<file path="src/rtl/plot_writer.sv">
// plot_writer: turns Mandelbrot generator plot strobes into linear framebuffer
// writes for a 320x240, 3-bit-colour screen, decoupled by a small FIFO.
// Optional full-screen clear sweep is built only when FB_CLEAR_EN is defined.
// Ports:
//   clk, rst                      clock, async active-high reset
//   vga_x/vga_y/vga_colour        plot coordinate and colour
//   vga_plot                      plot strobe, one pixel per cycle
//   clear_start, clear_colour     clear request pulse and fill colour
//   fb_addr, fb_data, fb_we       registered framebuffer write (valid)
//   fb_ready                      framebuffer accept (ready)
//   busy                          FIFO non-empty, write pending or clearing
//   overflow                      sticky: in-range plot lost on full FIFO
//   drop_count                    saturating count of out-of-range plots
module plot_writer #(
    parameter int DEPTH    = 8,
    parameter int SCREEN_W = 320,
    parameter int SCREEN_H = 240,
    parameter int AW       = 17
) (
    input  logic          clk,
    input  logic          rst,
    input  logic [8:0]    vga_x,
    input  logic [7:0]    vga_y,
    input  logic [2:0]    vga_colour,
    input  logic          vga_plot,
    input  logic          clear_start,
    input  logic [2:0]    clear_colour,
    output logic [AW-1:0] fb_addr,
    output logic [2:0]    fb_data,
    output logic          fb_we,
    input  logic          fb_ready,
    output logic          busy,
    output logic          overflow,
    output logic [15:0]   drop_count
);

    localparam int PW = $clog2(DEPTH);
    localparam int EW = AW + 3;
    localparam logic [AW-1:0] LAST_ADDR = AW'(SCREEN_W * SCREEN_H - 1);

    // Range check and linear address, computed before the FIFO
    logic          in_range;
    logic          plot_ok;
    logic          plot_bad;
    logic [AW-1:0] plot_addr;

    assign in_range  = (32'(vga_x) < SCREEN_W) && (32'(vga_y) < SCREEN_H);
    assign plot_ok   = vga_plot && in_range;
    assign plot_bad  = vga_plot && !in_range;
    assign plot_addr = AW'(vga_y) * AW'(SCREEN_W) + AW'(vga_x);

    // Plot FIFO; pointers carry an extra wrap bit to tell full from empty
    logic [EW-1:0] mem_q [DEPTH];
    logic [PW:0]   wr_ptr_q;
    logic [PW:0]   rd_ptr_q;
    logic          fifo_empty;
    logic          fifo_full;
    logic          push;
    logic          pop;
    logic [EW-1:0] head;

    assign fifo_empty = (wr_ptr_q == rd_ptr_q);
    assign fifo_full  = (wr_ptr_q[PW] != rd_ptr_q[PW]) &&
                        (wr_ptr_q[PW-1:0] == rd_ptr_q[PW-1:0]);
    assign head       = mem_q[rd_ptr_q[PW-1:0]];
    // A pop in the same cycle frees a slot, so a full FIFO still accepts
    assign push       = plot_ok && (!fifo_full || pop);

    always_ff @(posedge clk) begin
        if (push) begin
            mem_q[wr_ptr_q[PW-1:0]] <= {plot_addr, vga_colour};
        end
    end

    always_ff @(posedge clk or posedge rst) begin
        if (rst) begin
            wr_ptr_q <= '0;
            rd_ptr_q <= '0;
        end else begin
            if (push) begin
                wr_ptr_q <= wr_ptr_q + (PW+1)'(1);
            end
            if (pop) begin
                rd_ptr_q <= rd_ptr_q + (PW+1)'(1);
            end
        end
    end

    // Status flags
    logic        overflow_q;
    logic [15:0] drop_q;

    always_ff @(posedge clk or posedge rst) begin
        if (rst) begin
            overflow_q <= 1'b0;
            drop_q     <= '0;
        end else begin
            if (plot_ok && fifo_full && !pop) begin
                overflow_q <= 1'b1;
            end
            if (plot_bad && (drop_q != 16'hFFFF)) begin
                drop_q <= drop_q + 16'd1;
            end
        end
    end

    // Output register and control
    logic          we_q, we_d;
    logic [AW-1:0] addr_q, addr_d;
    logic [2:0]    data_q, data_d;
    logic          can_load;
    logic          drain;
    logic          clearing;

    // The output register may take new contents when empty or transferring
    assign can_load = !we_q || fb_ready;

`ifdef FB_CLEAR_EN
    typedef enum logic {
        RUN,
        CLEAR
    } state_t;

    state_t     state_q, state_d;
    logic       pend_q, pend_d;
    logic [2:0] ccol_q, ccol_d;

    assign clearing = (state_q == CLEAR);

    always_ff @(posedge clk or posedge rst) begin
        if (rst) begin
            state_q <= RUN;
            pend_q  <= 1'b0;
            ccol_q  <= '0;
        end else begin
            state_q <= state_d;
            pend_q  <= pend_d;
            ccol_q  <= ccol_d;
        end
    end
`else
    logic unused_clear;

    assign unused_clear = ^{clear_start, clear_colour};
    assign clearing     = 1'b0;
`endif

    always_comb begin
        we_d   = we_q;
        addr_d = addr_q;
        data_d = data_q;
        pop    = 1'b0;
        drain  = 1'b0;
`ifdef FB_CLEAR_EN
        state_d = state_q;
        pend_d  = pend_q;
        ccol_d  = ccol_q;
        unique case (state_q)
            RUN: begin
                if (clear_start && !pend_q) begin
                    ccol_d = clear_colour;
                end
                // A clear waits for any in-flight write to complete
                if (clear_start || pend_q) begin
                    if (can_load) begin
                        state_d = CLEAR;
                        pend_d  = 1'b0;
                        we_d    = 1'b1;
                        addr_d  = '0;
                        data_d  = ccol_d;
                    end else begin
                        pend_d = 1'b1;
                    end
                end else begin
                    drain = 1'b1;
                end
            end
            CLEAR: begin
                // fb_we stays high for the whole sweep
                if (fb_ready) begin
                    if (addr_q == LAST_ADDR) begin
                        we_d    = 1'b0;
                        state_d = RUN;
                    end else begin
                        addr_d = addr_q + AW'(1);
                    end
                end
            end
            default: state_d = RUN;
        endcase
`else
        drain = 1'b1;
`endif
        if (drain && can_load) begin
            if (!fifo_empty) begin
                pop    = 1'b1;
                we_d   = 1'b1;
                addr_d = head[EW-1:3];
                data_d = head[2:0];
            end else begin
                we_d = 1'b0;
            end
        end
    end

    always_ff @(posedge clk or posedge rst) begin
        if (rst) begin
            we_q   <= 1'b0;
            addr_q <= '0;
            data_q <= '0;
        end else begin
            we_q   <= we_d;
            addr_q <= addr_d;
            data_q <= data_d;
        end
    end

    assign fb_we      = we_q;
    assign fb_addr    = addr_q;
    assign fb_data    = data_q;
    assign busy       = !fifo_empty || we_q || clearing;
    assign overflow   = overflow_q;
    assign drop_count = drop_q;

endmodule

</file>
<file path="config.mk">
export PLATFORM = sky130hd
export DESIGN_NAME = plot_writer
export DESIGN_NICKNAME = d
export VERILOG_FILES = /design/src/rtl/plot_writer.sv
export SDC_FILE = /design/constraint.sdc
export NUM_CORES = 1
export LEC_CHECK = 0
export ABC_AREA = 1
export BUFFER_PORTS_ARGS = -buffer_cell sky130_fd_sc_hd__buf_4
export CAP_MARGIN = 10
export CORE_MARGIN = 5
export CORE_UTILIZATION = 50
export DETAILED_ROUTE_END_ITERATION = 10
export MAX_ROUTING_LAYER = met4
export PLACE_DENSITY = 0.78
export SLEW_MARGIN = 20
export SYNTH_ARGS = -nofsm -noshare
export SYNTH_HDL_FRONTEND = slang
export SYNTH_SLANG_ARGS = --single-unit
</file>
<file path="constraint.sdc">
create_clock -name clk -period 3.8 [get_ports clk]
set_clock_uncertainty 0.05 [all_clocks]
set_input_delay 0.38 -clock clk [delete_from_list [all_inputs] [get_ports clk]]
set_output_delay 0.38 -clock clk [all_outputs]
set_load 0.01 [all_outputs]
</file>
* Word-level counts from Yosys, hierarchy flattened
Memories as Yosys holds them, arrays and structs flattened. A register that Yosys moved wholly into a read port is not among the register bits.
Cells that the tools add are included.
** Cells by class
- Add/sub/neg operators :: 4
- $mul :: 1
- Magnitude comparators :: 2
- Equality and inequality tests :: 4
- Muxes and demuxes :: 4
- Bitwise operators :: 1
- Reductions and logical operators :: 17
** Operators with widths (number)
- 17-bit by 9-bit adder with 17-bit output :: 1
- 16-bit by 1-bit adder with 16-bit output (second input constant) :: 1
- 16-bit != test (second input constant) :: 1
- 8-bit by 3-bit multiplier with 11-bit output (second input constant) :: 1
- 9-bit < comparator (second input constant) :: 1
- 4-bit by 1-bit adder with 4-bit output (second input constant) :: 2
- 1-bit logical AND :: 8
- 8-bit < comparator (second input constant) :: 1
- 1-bit zero test :: 5
- 4-bit equality test :: 1
- 1-bit two-way mux :: 4
- 3-bit equality test :: 1
- 1-bit logical OR :: 3
- 2-bit AND reduction :: 1
- 1-bit != test :: 1
- 1-bit inverter :: 1
** Word-level totals
- Bits in registers :: 26
- RAM bits :: 160
- Input bits :: 28
- Output and inout bits :: 39
- Logic and storage cells :: 39
- Memories :: 1
** Memories
- mem_q :: words 8, bits a word 20, rd ports 1, clocked after Yosys merged registers in 1, write ports 1, RTL line 53 : logic [EW-1:0] mem_q [DEPTH];

* Logic depth before layout (Yosys ltp)
- Depth in word-level cells :: 7
- Gate-level depth with buffers :: 12
- Depth with buffers taken out :: 12

* Worst setup path before layout
OpenSTA, ideal clock, no wires.
- Kind :: input to register
- From :: input vga_x[7]
- To :: memory mem_q[3][0] in the netlist's numbering, enable pin
- Data arrival time :: 2.458 ns
- Required time :: 3.328 ns
- Path slack :: 0.870 ns
- Stages on the path :: 5
- Path buffers :: 0
- Path through :: o21ai_0 > o21ai_0 > nor2_1 > nand2_2 > nor3_1
** Between the ends
- Cells in the longest elaborated chain, start to end :: 6
** Ends and longest elaborated chain
- start, declared :: RTL line 22 : input logic [8:0] vga_x,
- 9-bit < comparator :: RTL line 47 : assign in_range = (32'(vga_x) < SCREEN_W) && (32'(vga_y) < SCREEN_H);
- 1-bit logical AND :: RTL line 47
- 1-bit logical AND :: RTL line 48 : assign plot_ok = vga_plot && in_range;
- 1-bit logical AND :: RTL line 67 : assign push = plot_ok && (!fifo_full || pop);
- 1-bit two-way mux :: RTL line 70 : if (push) begin
- 1-bit two-way mux (not written as such) :: RTL line 71 : mem_q[wr_ptr_q[PW-1:0]] <= {plot_addr, vga_colour};
- end, declared :: RTL line 53
Every way passes these cells.

* Final worst setup path
- From :: input vga_y[1]
- To :: memory mem_q[4][16] in the netlist's numbering (data pin)
** Between the ends
- Cells in the longest elaborated chain, start to end :: 2
** Ends and longest elaborated chain
- start, declared :: RTL line 23 : input logic [7:0] vga_y,
- 8-bit by 3-bit multiplier with 11-bit output :: RTL line 50 : assign plot_addr = AW'(vga_y) * AW'(SCREEN_W) + AW'(vga_x);
- 17-bit by 9-bit adder with 17-bit output :: RTL line 50
- net plot_addr[13] :: RTL line 45 : logic [AW-1:0] plot_addr;
The timed path passes the listed nets, and every way through them passes these cells.

==> metrics.txt <==
Worst EP arrival around 2700 ps; outcome complete, but fails checks; Post-Route WL about 19000 µm; setup TNS 0 ps; RSZ-0062 raised after global routing false; Buf+Inv Stages, Crit Path 3; CTS H-Tree Depth 1; Ys Warns 0; global-route wire length before repair 31200 µm; DPL Wire Length 11700 µm; number of antenna violations at the first check in global routing 0; Skew-Pair Late Insertion Delay ~500 ps; setup violators final 0; DR iter-0 viols 578; # rows 49; R2R depth 7; PortBufs 62; clock tree root driver cell clkbuf_16; pin count of the biggest net entering global routing 58; Worst Setup SP vga_y[1]; drc violations 0; Peak supply drop 0.515 mV; Mapped Nets 893; post-synth top area cell edfxtp_1; DR vias 6234; power density over the cells between 700 and 800 nW/µm²; CTS tree done; count of cell types in the netlist 38; Hold WS -13.3 ps; CP cell instances buf_4 -> ha_1 -> ha_1 -> fa_1 -> nand2_1 -> inv_1 -> nor2_1 -> inv_1 -> nor2_1 -> nand2_1 -> xnor2_1; Post-synth EDFFs 160; Final Hold Fails 32; core area 18000 µm²; max frequency 390 MHz; die width 145 µm; routability cong. 0.801; FF-to-FF setup slack 1320 ps; total grt overflow 0; io pins 67; cts repair resizes 0; WS Path Type input pin to flop; clk sinks 206; Pleak 4.22 nW; Crit path largest cell delay 610 ps; syn avg cell area 10.8 µm²; Critical Path Start Type input pin; Slew Limit Fails 0; Reg-to-Reg Start rd_ptr_q[0]; crit-path max FO 8; post-detailed-route count of antenna-violating nets 0; chip height about 150 µm; Post-CTS Hold Buffers 0; Worst Hold Class input pin to asynchronous set/reset pin; Post-Syn Instances about 850; clk buf depth 3; Setup crit end kind flop; vias in the first global route 5997; Crit path required time 3930 ps; Slew headroom 0.396; synth top area cells edfxtp_1 53%, dfrtp_1 13%, nand2_1 9.1%; post-route clock period utilization 0.674; fin crit period 2560 ps; maxcap violations 0; TritonRoute pass-1 iters 5; layout cells sized above 1 0.156; Async SR Flop Fraction 0.223; Layout area overhead 15.6%; mapped cell area 9110 µm²; TritonCTS Buffers 21; Worst path slowest cell xnor2_1; Post-CTS Repair Setup Buffers 0; antenna cells 0; FILL cells 1399; CP delay by family, top adder cells; FF-to-FF End mem_q[4][7]; DR vias/cell approximately 5.4; total power 7.64 mW; Nets approximately 960; wire length per cell 16.6 µm; post-synth top area share 0.527; worst slew pin tran roughly 910 ps; post-synthesis sequential area ratio 0.653; register bit total from synthesis 206; Worst-path clk slew roughly 60 ps; Total GRT Usage 0.185; failing checks negative hold slack; Synth Flop Type edfxtp_1; starting density of the core 0.507; die area 21000 µm²
## cells in the final DEF, fill, tap and decap left out, types with 2 or more instances in the layout
cell type,instances
dfrtp_1,45
o22ai_1,40
nor3_2,5
clkbuf_1,5
nand3_1,15
clkbuf_16,21
xnor2_1,13
o21ai_2,9
xor2_1,12
o21ai_0,89
ha_1,18
nand3_2,3
nor2_1,102
nand2_4,2
buf_4,80
edfxtp_1,160
inv_1,41
nor2_2,6
nor3_1,3
bufinv_16,3
a21oi_1,3
nand2_2,2
nand3b_1,2
nand2_1,220
fa_1,2
nand4_1,4
clkinv_2,5
clkinv_1,4
## registers in the layout, indices dropped and copies added (netlist names)
register	cells
mem_q	160
fb_addr	17
drop_count	16
rd_ptr_q	4
wr_ptr_q	4
fb_data	3
fb_we	1
overflow	1
## area by class of cell
class / count / area (µm²) / share of cell area
Clock buffer: 26 / 544 / 0.0517
Clock inverter: 12 / 138 / 0.0131
Inverter: 44 / 166 / 0.0158
Multi-Input combinational cell: 558 / 2840 / 0.270
Sequential cell: 206 / 5960 / 0.565
Tap cell: 229 / 287 / 0.0272
Timing Repair Buffer: 80 / 601 / 0.0570
## routing by layer
| metal | part of all wire | vias up | track usage |
|---|---|---|---|
| met3 | 0.066 | 22 | 0.0312 |
| met4 | 0.012 | 0 | 0.0504 |
| li1 | - | 3023 | - |
| met1 | 0.43 | 2995 | 0.246 |
| met2 | 0.49 | 194 | 0.297 |
| met5 | 0 | - | - |
## where the power goes
group / switching [mW] / leakage (nW) / total (mW) / internal [mW]
Combinational: 1.62 / 1.87 / 2.50 / 0.880
Sequential: 0.259 / 2.02 / 3.10 / 2.84
Clock: 0.813 / 0.332 / 2.04 / 1.22
Total: 2.70 / 4.22 / 7.64 / 4.94
## worst max-delay path by stage
stage | to | cells past startpoint
6_report | mem_q[4][16] | 11
5_1_grt | mem_q[4][16] | 11
4_1_cts | mem_q[6][16] | 11
3_5_place_dp | mem_q[6][16] | 11
3_3_place_gp | mem_q[6][16] | 11
2_1_floorplan | mem_q[3][0] | 5
## through the flow
| stage | cells | utilization | worst slack, ps | instance area [µm²] |
|---|---|---|---|---|
| global route | 1155 | 0.586 | 988 | 10500 |
| global placement | 1117 | 0.548 | 836 | 9840 |
| detailed placement | 1117 | 0.548 | 779 | 9840 |
| CTS | 1155 | 0.586 | 1280 | 10500 |
| floorplan | 845 | - | 870 | 9110 |
| finish | 1155 | 0.586 | 1240 | 10500 |
## synthesized netlist by cell type (2+ instances only)
library cell	number
buf_4	2
dfrtp_1	46
o22ai_1	40
nand3b_1	2
buf_1	6
nand3_1	15
buf_6	5
nand2_1	220
nor2_1	106
nand2_2	2
nand4_1	4
ha_1	18
a21oi_1	3
nor3_1	7
edfxtp_1	160
nand2_4	2
xor2_1	12
o21ai_2	9
nor2_2	2
nand3_2	3
clkbuf_1	21
xnor2_1	13
o21ai_0	89
fa_1	2
inv_1	42
buf_2	2
## cells by family (layout without fill, tap and decap cells)
group | count (synthesis) | after routing | share of synthesized area
AOI/OAI and AO/OA | 145 | 145 | 0.0899
xor gates and xnor gates | 26 | 26 | 0.0258
adders and majority gates | 20 | 20 | 0.0291
buffers and inverters | 81 | 162 | 0.0387
DFF | 206 | 206 | 0.653
and+or+nand+nor | 367 | 367 | 0.163
Note: power is estimated with default switching activity, not from simulation.
